$ cat src/rtl/prefetcher_stride_detector_if.sv
// prefetcher_stride_detector_if: observed AR request bus plus the learned-stride result bus
interface prefetcher_stride_detector_if #(
  parameter int ADDR_BITS   = 64,
  parameter int TID_WIDTH   = 8,
  parameter int STRIDE_BITS = 16,
  parameter int CONF_WIDTH  = 2
);
  logic                   obs_valid;
  logic [ADDR_BITS-1:0]   obs_addr;
  logic [TID_WIDTH-1:0]   obs_id;
  logic                   stride_valid;
  logic [STRIDE_BITS-1:0] stride;
  logic [TID_WIDTH-1:0]   stride_id;
  logic [ADDR_BITS-1:0]   next_addr;
  logic                   stride_changed;
  logic [CONF_WIDTH-1:0]  conf;
  modport master (
    output obs_valid, obs_addr, obs_id,
    input  stride_valid, stride, stride_id, next_addr, stride_changed, conf
  );
  modport slave (
    input  obs_valid, obs_addr, obs_id,
    output stride_valid, stride, stride_id, next_addr, stride_changed, conf
  );
endinterface

$ cat src/rtl/prefetcher_stride_detector.sv
// prefetcher_stride_detector: learns a constant address stride for one AXI ID inside the CR-space window
module prefetcher_stride_detector #(
  parameter int ADDR_BITS      = 64,
  parameter int TID_WIDTH      = 8,
  parameter int STRIDE_BITS    = 16,
  parameter int CONF_WIDTH     = 2,
  parameter int LOCK_THRESHOLD = 2,
  parameter int TIMEOUT_WIDTH  = 10
) (
  input  logic                     clk,
  input  logic                     resetN,
  input  logic                     en,
  input  logic                     flush,
  input  logic [ADDR_BITS-1:0]     crs_bar,
  input  logic [ADDR_BITS-1:0]     crs_limit,
  input  logic [TIMEOUT_WIDTH-1:0] crs_timeout,
  prefetcher_stride_detector_if.slave bus
);
  typedef enum logic [1:0] {IDLE, FIRST, TRAIN, LOCKED} state_t;
  state_t                   state, state_d;
  logic [ADDR_BITS-1:0]     last_addr, last_d;
  logic [STRIDE_BITS-1:0]   stride_q, stride_d;
  logic [TID_WIDTH-1:0]     id_q, id_d;
  logic [CONF_WIDTH-1:0]    conf_q, conf_d;
  logic [TIMEOUT_WIDTH-1:0] tcnt, tcnt_d;
  logic                     changed_q, changed_d;
  logic [ADDR_BITS-1:0]     delta, stride_ext;
  logic [CONF_WIDTH:0]      conf_inc;
  logic                     qual, match, dvalid, dsame, expire;
  assign stride_ext = {{(ADDR_BITS-STRIDE_BITS){stride_q[STRIDE_BITS-1]}}, stride_q};
  assign delta      = bus.obs_addr - last_addr;
  assign qual       = bus.obs_valid && bus.obs_addr >= crs_bar && bus.obs_addr <= crs_limit;
  assign match      = qual && state != IDLE && bus.obs_id == id_q;
  // delta must be nonzero and representable as a signed STRIDE_BITS value
  assign dvalid     = delta != '0 && (&delta[ADDR_BITS-1:STRIDE_BITS-1] || ~|delta[ADDR_BITS-1:STRIDE_BITS-1]);
  assign dsame      = delta == stride_ext;
  assign conf_inc   = {1'b0, conf_q} + 1'b1;
  assign expire     = crs_timeout != '0 && tcnt == crs_timeout;
  always_comb begin
    state_d   = state;
    last_d    = last_addr;
    stride_d  = stride_q;
    id_d      = id_q;
    conf_d    = conf_q;
    tcnt_d    = tcnt;
    changed_d = 1'b0;
    if (flush) begin
      state_d  = IDLE;
      conf_d   = '0;
      stride_d = '0;
      tcnt_d   = '0;
    end else if (en) begin
      if (state == IDLE) begin
        if (qual) begin
          last_d  = bus.obs_addr;
          id_d    = bus.obs_id;
          tcnt_d  = '0;
          state_d = FIRST;
        end
      end else if (match) begin
        last_d = bus.obs_addr;
        tcnt_d = '0;
        case (state)
          FIRST: if (dvalid) begin
            stride_d = delta[STRIDE_BITS-1:0];
            conf_d   = '0;
            state_d  = TRAIN;
          end
          TRAIN: if (dsame) begin
            conf_d  = conf_inc[CONF_WIDTH-1:0];
            state_d = conf_inc >= (CONF_WIDTH+1)'(LOCK_THRESHOLD) ? LOCKED : TRAIN;
          end else if (dvalid) begin
            stride_d = delta[STRIDE_BITS-1:0];
            conf_d   = '0;
          end else begin
            state_d = FIRST;
          end
          LOCKED: if (dsame) begin
            conf_d = &conf_q ? conf_q : conf_inc[CONF_WIDTH-1:0];
          end else begin
            changed_d = 1'b1;
            conf_d    = '0;
            stride_d  = dvalid ? delta[STRIDE_BITS-1:0] : stride_q;
            state_d   = dvalid ? TRAIN : FIRST;
          end
          default: ;
        endcase
      end else begin
        tcnt_d  = expire ? '0 : tcnt + 1'b1;
        state_d = expire ? IDLE : state;
      end
    end
  end
  always_ff @(posedge clk or negedge resetN) begin
    if (!resetN) begin
      state     <= IDLE;
      last_addr <= '0;
      stride_q  <= '0;
      id_q      <= '0;
      conf_q    <= '0;
      tcnt      <= '0;
      changed_q <= 1'b0;
    end else begin
      state     <= state_d;
      last_addr <= last_d;
      stride_q  <= stride_d;
      id_q      <= id_d;
      conf_q    <= conf_d;
      tcnt      <= tcnt_d;
      changed_q <= changed_d;
    end
  end
  assign bus.stride_valid   = state == LOCKED;
  assign bus.stride         = stride_q;
  assign bus.stride_id      = id_q;
  assign bus.next_addr      = last_addr + stride_ext;
  assign bus.stride_changed = changed_q;
  assign bus.conf           = conf_q;
endmodule

$ cat src/flat_wrapper.sv
// flat-port wrapper written by rule: the top's interface ports become plain ports
module prefetcher_stride_detector_flat 
#(
  parameter int ADDR_BITS      = 64,
  parameter int TID_WIDTH      = 8,
  parameter int STRIDE_BITS    = 16,
  parameter int CONF_WIDTH     = 2,
  parameter int LOCK_THRESHOLD = 2,
  parameter int TIMEOUT_WIDTH  = 10
)
  (clk, resetN, en, flush, crs_bar, crs_limit, crs_timeout, bus_obs_valid, bus_obs_addr, bus_obs_id, bus_stride_valid, bus_stride, bus_stride_id, bus_next_addr, bus_stride_changed, bus_conf);
  prefetcher_stride_detector_if #(.ADDR_BITS(ADDR_BITS), .TID_WIDTH(TID_WIDTH), .STRIDE_BITS(STRIDE_BITS), .CONF_WIDTH(CONF_WIDTH)) bus_i ();
  input  logic clk;
  input  logic resetN;
  input  logic en;
  input  logic flush;
  input  logic [ADDR_BITS-1:0] crs_bar;
  input  logic [ADDR_BITS-1:0] crs_limit;
  input  logic [TIMEOUT_WIDTH-1:0] crs_timeout;
  input wire logic [$bits(bus_i.obs_valid)-1:0] bus_obs_valid;
  input wire logic [$bits(bus_i.obs_addr)-1:0] bus_obs_addr;
  input wire logic [$bits(bus_i.obs_id)-1:0] bus_obs_id;
  output wire logic [$bits(bus_i.stride_valid)-1:0] bus_stride_valid;
  output wire logic [$bits(bus_i.stride)-1:0] bus_stride;
  output wire logic [$bits(bus_i.stride_id)-1:0] bus_stride_id;
  output wire logic [$bits(bus_i.next_addr)-1:0] bus_next_addr;
  output wire logic [$bits(bus_i.stride_changed)-1:0] bus_stride_changed;
  output wire logic [$bits(bus_i.conf)-1:0] bus_conf;
  assign bus_i.obs_valid = bus_obs_valid;
  assign bus_i.obs_addr = bus_obs_addr;
  assign bus_i.obs_id = bus_obs_id;
  assign bus_stride_valid = bus_i.stride_valid;
  assign bus_stride = bus_i.stride;
  assign bus_stride_id = bus_i.stride_id;
  assign bus_next_addr = bus_i.next_addr;
  assign bus_stride_changed = bus_i.stride_changed;
  assign bus_conf = bus_i.conf;
  prefetcher_stride_detector #(.ADDR_BITS(ADDR_BITS), .TID_WIDTH(TID_WIDTH), .STRIDE_BITS(STRIDE_BITS), .CONF_WIDTH(CONF_WIDTH), .LOCK_THRESHOLD(LOCK_THRESHOLD), .TIMEOUT_WIDTH(TIMEOUT_WIDTH)) u_core (.clk(clk), .resetN(resetN), .en(en), .flush(flush), .crs_bar(crs_bar), .crs_limit(crs_limit), .crs_timeout(crs_timeout), .bus(bus_i));
endmodule
$ cat config.mk
export PLATFORM = sky130hd
export DESIGN_NAME = prefetcher_stride_detector_flat
export DESIGN_NICKNAME = d
export VERILOG_FILES = /design/src/rtl/prefetcher_stride_detector_if.sv /design/src/rtl/prefetcher_stride_detector.sv /design/src/flat_wrapper.sv
export SDC_FILE = /design/constraint.sdc
export NUM_CORES = 1
export LEC_CHECK = 0
export ABC_AREA = 1
export CAP_MARGIN = 30
export CORE_MARGIN = 4
export CORE_UTILIZATION = 25
export CTS_CLUSTER_DIAMETER = 40
export DETAILED_ROUTE_END_ITERATION = 10
export GPL_TIMING_DRIVEN = 1
export HOLD_SLACK_MARGIN = 0.06
export PLACE_DENSITY_LB_ADDON = 0.12
export SLEW_MARGIN = 0
export SYNTH_ARGS = -nofsm -noshare
export SYNTH_HDL_FRONTEND = slang
export SYNTH_SLANG_ARGS = --single-unit
export TNS_END_PERCENT = 100
$ cat constraint.sdc
create_clock -name clk -period 5.1 [get_ports clk]
set_input_delay 1.02 -clock clk [delete_from_list [all_inputs] [get_ports clk]]
set_output_delay 1.02 -clock clk [all_outputs]
set_load 0.01 [all_outputs]
==> qor.csv <==
metric;value;unit
port_buffers;306;
reg2reg_slack;1.09;ns
path_class;flip-flop to output port;
wl_per_cell;17.34;µm
ys_warn_count;0;
final_cell_mix;1146 x nand2_1, 783 x inv_1, 387 x nor2_1;
synth.largest_area_cell;nand2_1;
min_delay_path_depth;1;
fp.coreArea;82240;µm²
first_iter_violations;1484;
initial_utilization;0.2530;
fin_skew;0.02010;ns
critPathSlowestCell;clkdlybuf4s50_1;
layout_worst_path_cycle_share;0.9558;
peakVddDrop;399.8;µV
p_per_area;728.0;nW/µm²
areaGrowthSynthToFinish;31.88;%
fillers;9401;
fin_crit;4.874;ns
dp_worst_setup_slack;-0.1751;ns
via_count;24450;
yosysSeqAreaShare;0.1239;
drv_cap;0;
totalPowerFinal;19.98;mW
cts_tree;built;
dp_hpwl;81.36;mm
synth_top_area_share;0.2073;
startpoint;u_core.bus.stride[0];
setup_violations;0;
status;finished, final reports clean;
clockBufferDepth;2;
ios;307;
wirelength;92.43;mm
synth_area_per_cell;5.552;µm²
grt_pass1_wl;138.1;mm
dr.pass1.iters;6;
final_core_util;0.3337;
async_reset_ff_frac;1.000;
r2r_cells;23;
pwr-share-comb;0.885;
hold_slack;0.5291;ns
path_max_fanout;2;
tns;0;ns
worstMarginPinSlew;0.7072;ns
critPathLaunchType;flip-flop;
dieArea;87910;µm²
drtAntennaViolNets;0;
groute.usage.overall;0.2049;
p_leak;15.28;nW
fin_ws;0.2256;ns
synthCells;3748;
grt_overflow;0;
arrival;3.85;ns
synth_area;20810;µm²
slew_headroom;0.5269;
drv_slew;0;
crit_chain;ha_1, inv_1, fa_1, inv_1, nand3_1, nand2_2, a21oi_2, o21ai_2, a21boi_2, o21ai_2, buf_4, a21boi_2, o21ai_1, buf_4, a21oi_2, o21ai_2, a21oi_1, xnor2_1, clkdlybuf4s50_1;
clock-sinks;103;
ctsHoldBuffers;0;
max_freq;0.2052;GHz
path_clk_slew;0.09;ns
die-height;296.5;µm
hold_path.class;flip-flop to flip-flop;
crit_path_end;bus_next_addr[36];
switching_share;0.5780;
final_nets;4731;
grt_antenna_before_repair;1;
cts_made_buffers;9;
required;4.08;ns
hold_viol;0;
drc;0;
drive_above_1_share;0.08425;
fp.dieW;296.5;µm
multi_input_area;15310;µm²
synth_nets;4223;
seqCellArea;2581;µm²
num_rows;105;
rr_endpoint;u_core.bus.stride[3];
cpPeakStageDelay;0.57;ns
final_common_cell;nand2_1;
p_clk_frac;0.038;
ys_seq_elements;103;
place_congestion;0.9217;
grt_pass1_vias;23860;
p_int;8.431;mW
antenna_cells;0;
power_frac_seq;0.077;
grt_max_degree;89;
switching_power;11.55;mW
yosysUniqueCellTypes;56;
root_buffer;clkbuf_16;
htreeDepth;3;
cpMostUsedCell;o21ai_2;
ys_top_cells_by_area;nand2_1 21%, ha_1 16%, inv_1 14%, dfrtp_1 12%, nor2_1 7.0%;
synth_ff_type;dfrtp_1;
synth-edff-count;0;
cp-end-kind;output port;
r2r_start;u_core.last_addr[0];
rsz0062_at_grt;no;
drt-vias-per-instance;4.586;
clk_latency;0.41;ns
==> critical path: cells and delay by family (launching register included) <==
kind                       cells  cell delay, ns
buffers and inverters          5            1.02
AOI/OAI and AO/OA              9            1.33
DFF                            1            0.39
and+or+nand+nor                2            0.16
adders and majority gates      2            0.40
xor gates and xnor gates       1            0.13
==> power by group through the flow <==
stage                     sequential (mW)  clock, mW  combinational, mW
after detailed placement             1.58          0               17.3
after global placement               1.57          0               17.3
after global routing                 1.57      0.815               19.6
after floorplan                      1.45          0               9.89
after CTS                            1.55      0.789               17.6
final                                1.53      0.757               17.7
==> sequential cells by signal (all words and copies together), names as in the netlist <==
register	flops
u_core.bus.stride	16
u_core.state	2
u_core.bus.stride_changed	1
u_core.tcnt	10
u_core.bus.stride_id	8
u_core.last_addr	64
u_core.bus.conf	2
==> worst min path at each step <==
stage	startpoint	end	slack [ns]
6_report	u_core.tcnt[8]	u_core.tcnt[8]	0.53
5_1_grt	u_core.tcnt[8]	u_core.tcnt[8]	0.56
2_1_floorplan	u_core.tcnt[8]	u_core.tcnt[8]	0.49
3_5_place_dp	u_core.tcnt[8]	u_core.tcnt[8]	0.53
4_1_cts	u_core.tcnt[8]	u_core.tcnt[8]	0.54
3_3_place_gp	u_core.tcnt[8]	u_core.tcnt[8]	0.52
==> routing by layer <==
metal,global-route usage,share of wire
met5,0,0.00014
met4,0.04999,0.023
met3,0.01964,0.043
met2,0.3527,0.47
met1,0.2764,0.47
==> final cells by class <==
type,instances,share of cell area
multi-input combinational,2814,0.5580
timing repair buffer,531,0.1792
sequential,103,0.09407
clock inverter,7,0.002645
clock buffer,9,0.008208
tap,1070,0.04879
inverter,797,0.1090
==> cells in the mapped netlist (all sizes together), types with 3 or more instances <==
| cell | n |
|---|---|
| dfrtp | 103 |
| a211oi | 3 |
| a21o | 4 |
| xor2 | 66 |
| o311ai | 3 |
| xnor2 | 34 |
| ha | 258 |
| nor3b | 4 |
| a31oi | 32 |
| nor2 | 406 |
| o221ai | 5 |
| a21oi | 293 |
| inv | 795 |
| o2111ai | 3 |
| a21boi | 5 |
| o22ai | 4 |
| nor3 | 45 |
| nand3 | 221 |
| o21a | 8 |
| nor4 | 31 |
| o211ai | 10 |
| a221oi | 4 |
| clkbuf | 23 |
| buf | 11 |
| o21bai | 7 |
| nand3b | 9 |
| nand2 | 1169 |
| and2 | 5 |
| nand4 | 77 |
| o21ai | 93 |
| mux2 | 4 |
==> per-stage QoR <==
step	instance area, µm²	instances
final	27440	5331
after global routing	27440	5331
after CTS	27210	5325
after detailed placement	26770	5307
after global placement	26770	5307
after floorplan	20810	3748
==> logic make-up (layout without fill, tap and decap cells) <==
| family | after synthesis | in the layout | share of synthesized area |
|---|---|---|---|
| adders and majority gates | 260 | 260 | 0.1571 |
| buffers and inverters | 831 | 1344 | 0.1506 |
| DFF | 103 | 103 | 0.1239 |
| xor gates and xnor gates | 102 | 102 | 0.04468 |
| and+or+nand+nor | 1971 | 1971 | 0.3958 |
| AOI/OAI and AO/OA | 477 | 477 | 0.1258 |
| muxes | 4 | 4 | 0.002165 |
==> what timing repair did <==
| item | CTS | global route |
|---|---|---|
| gates resized for setup | 41 | 52 |
| buffers inserted | 2 | 5 |
| pin swaps | 4 | 4 |
| cloned | 0 | 0 |
| endpoints found under the setup margin | 31 | 29 |
Note: power is estimated with default switching activity, not from simulation.
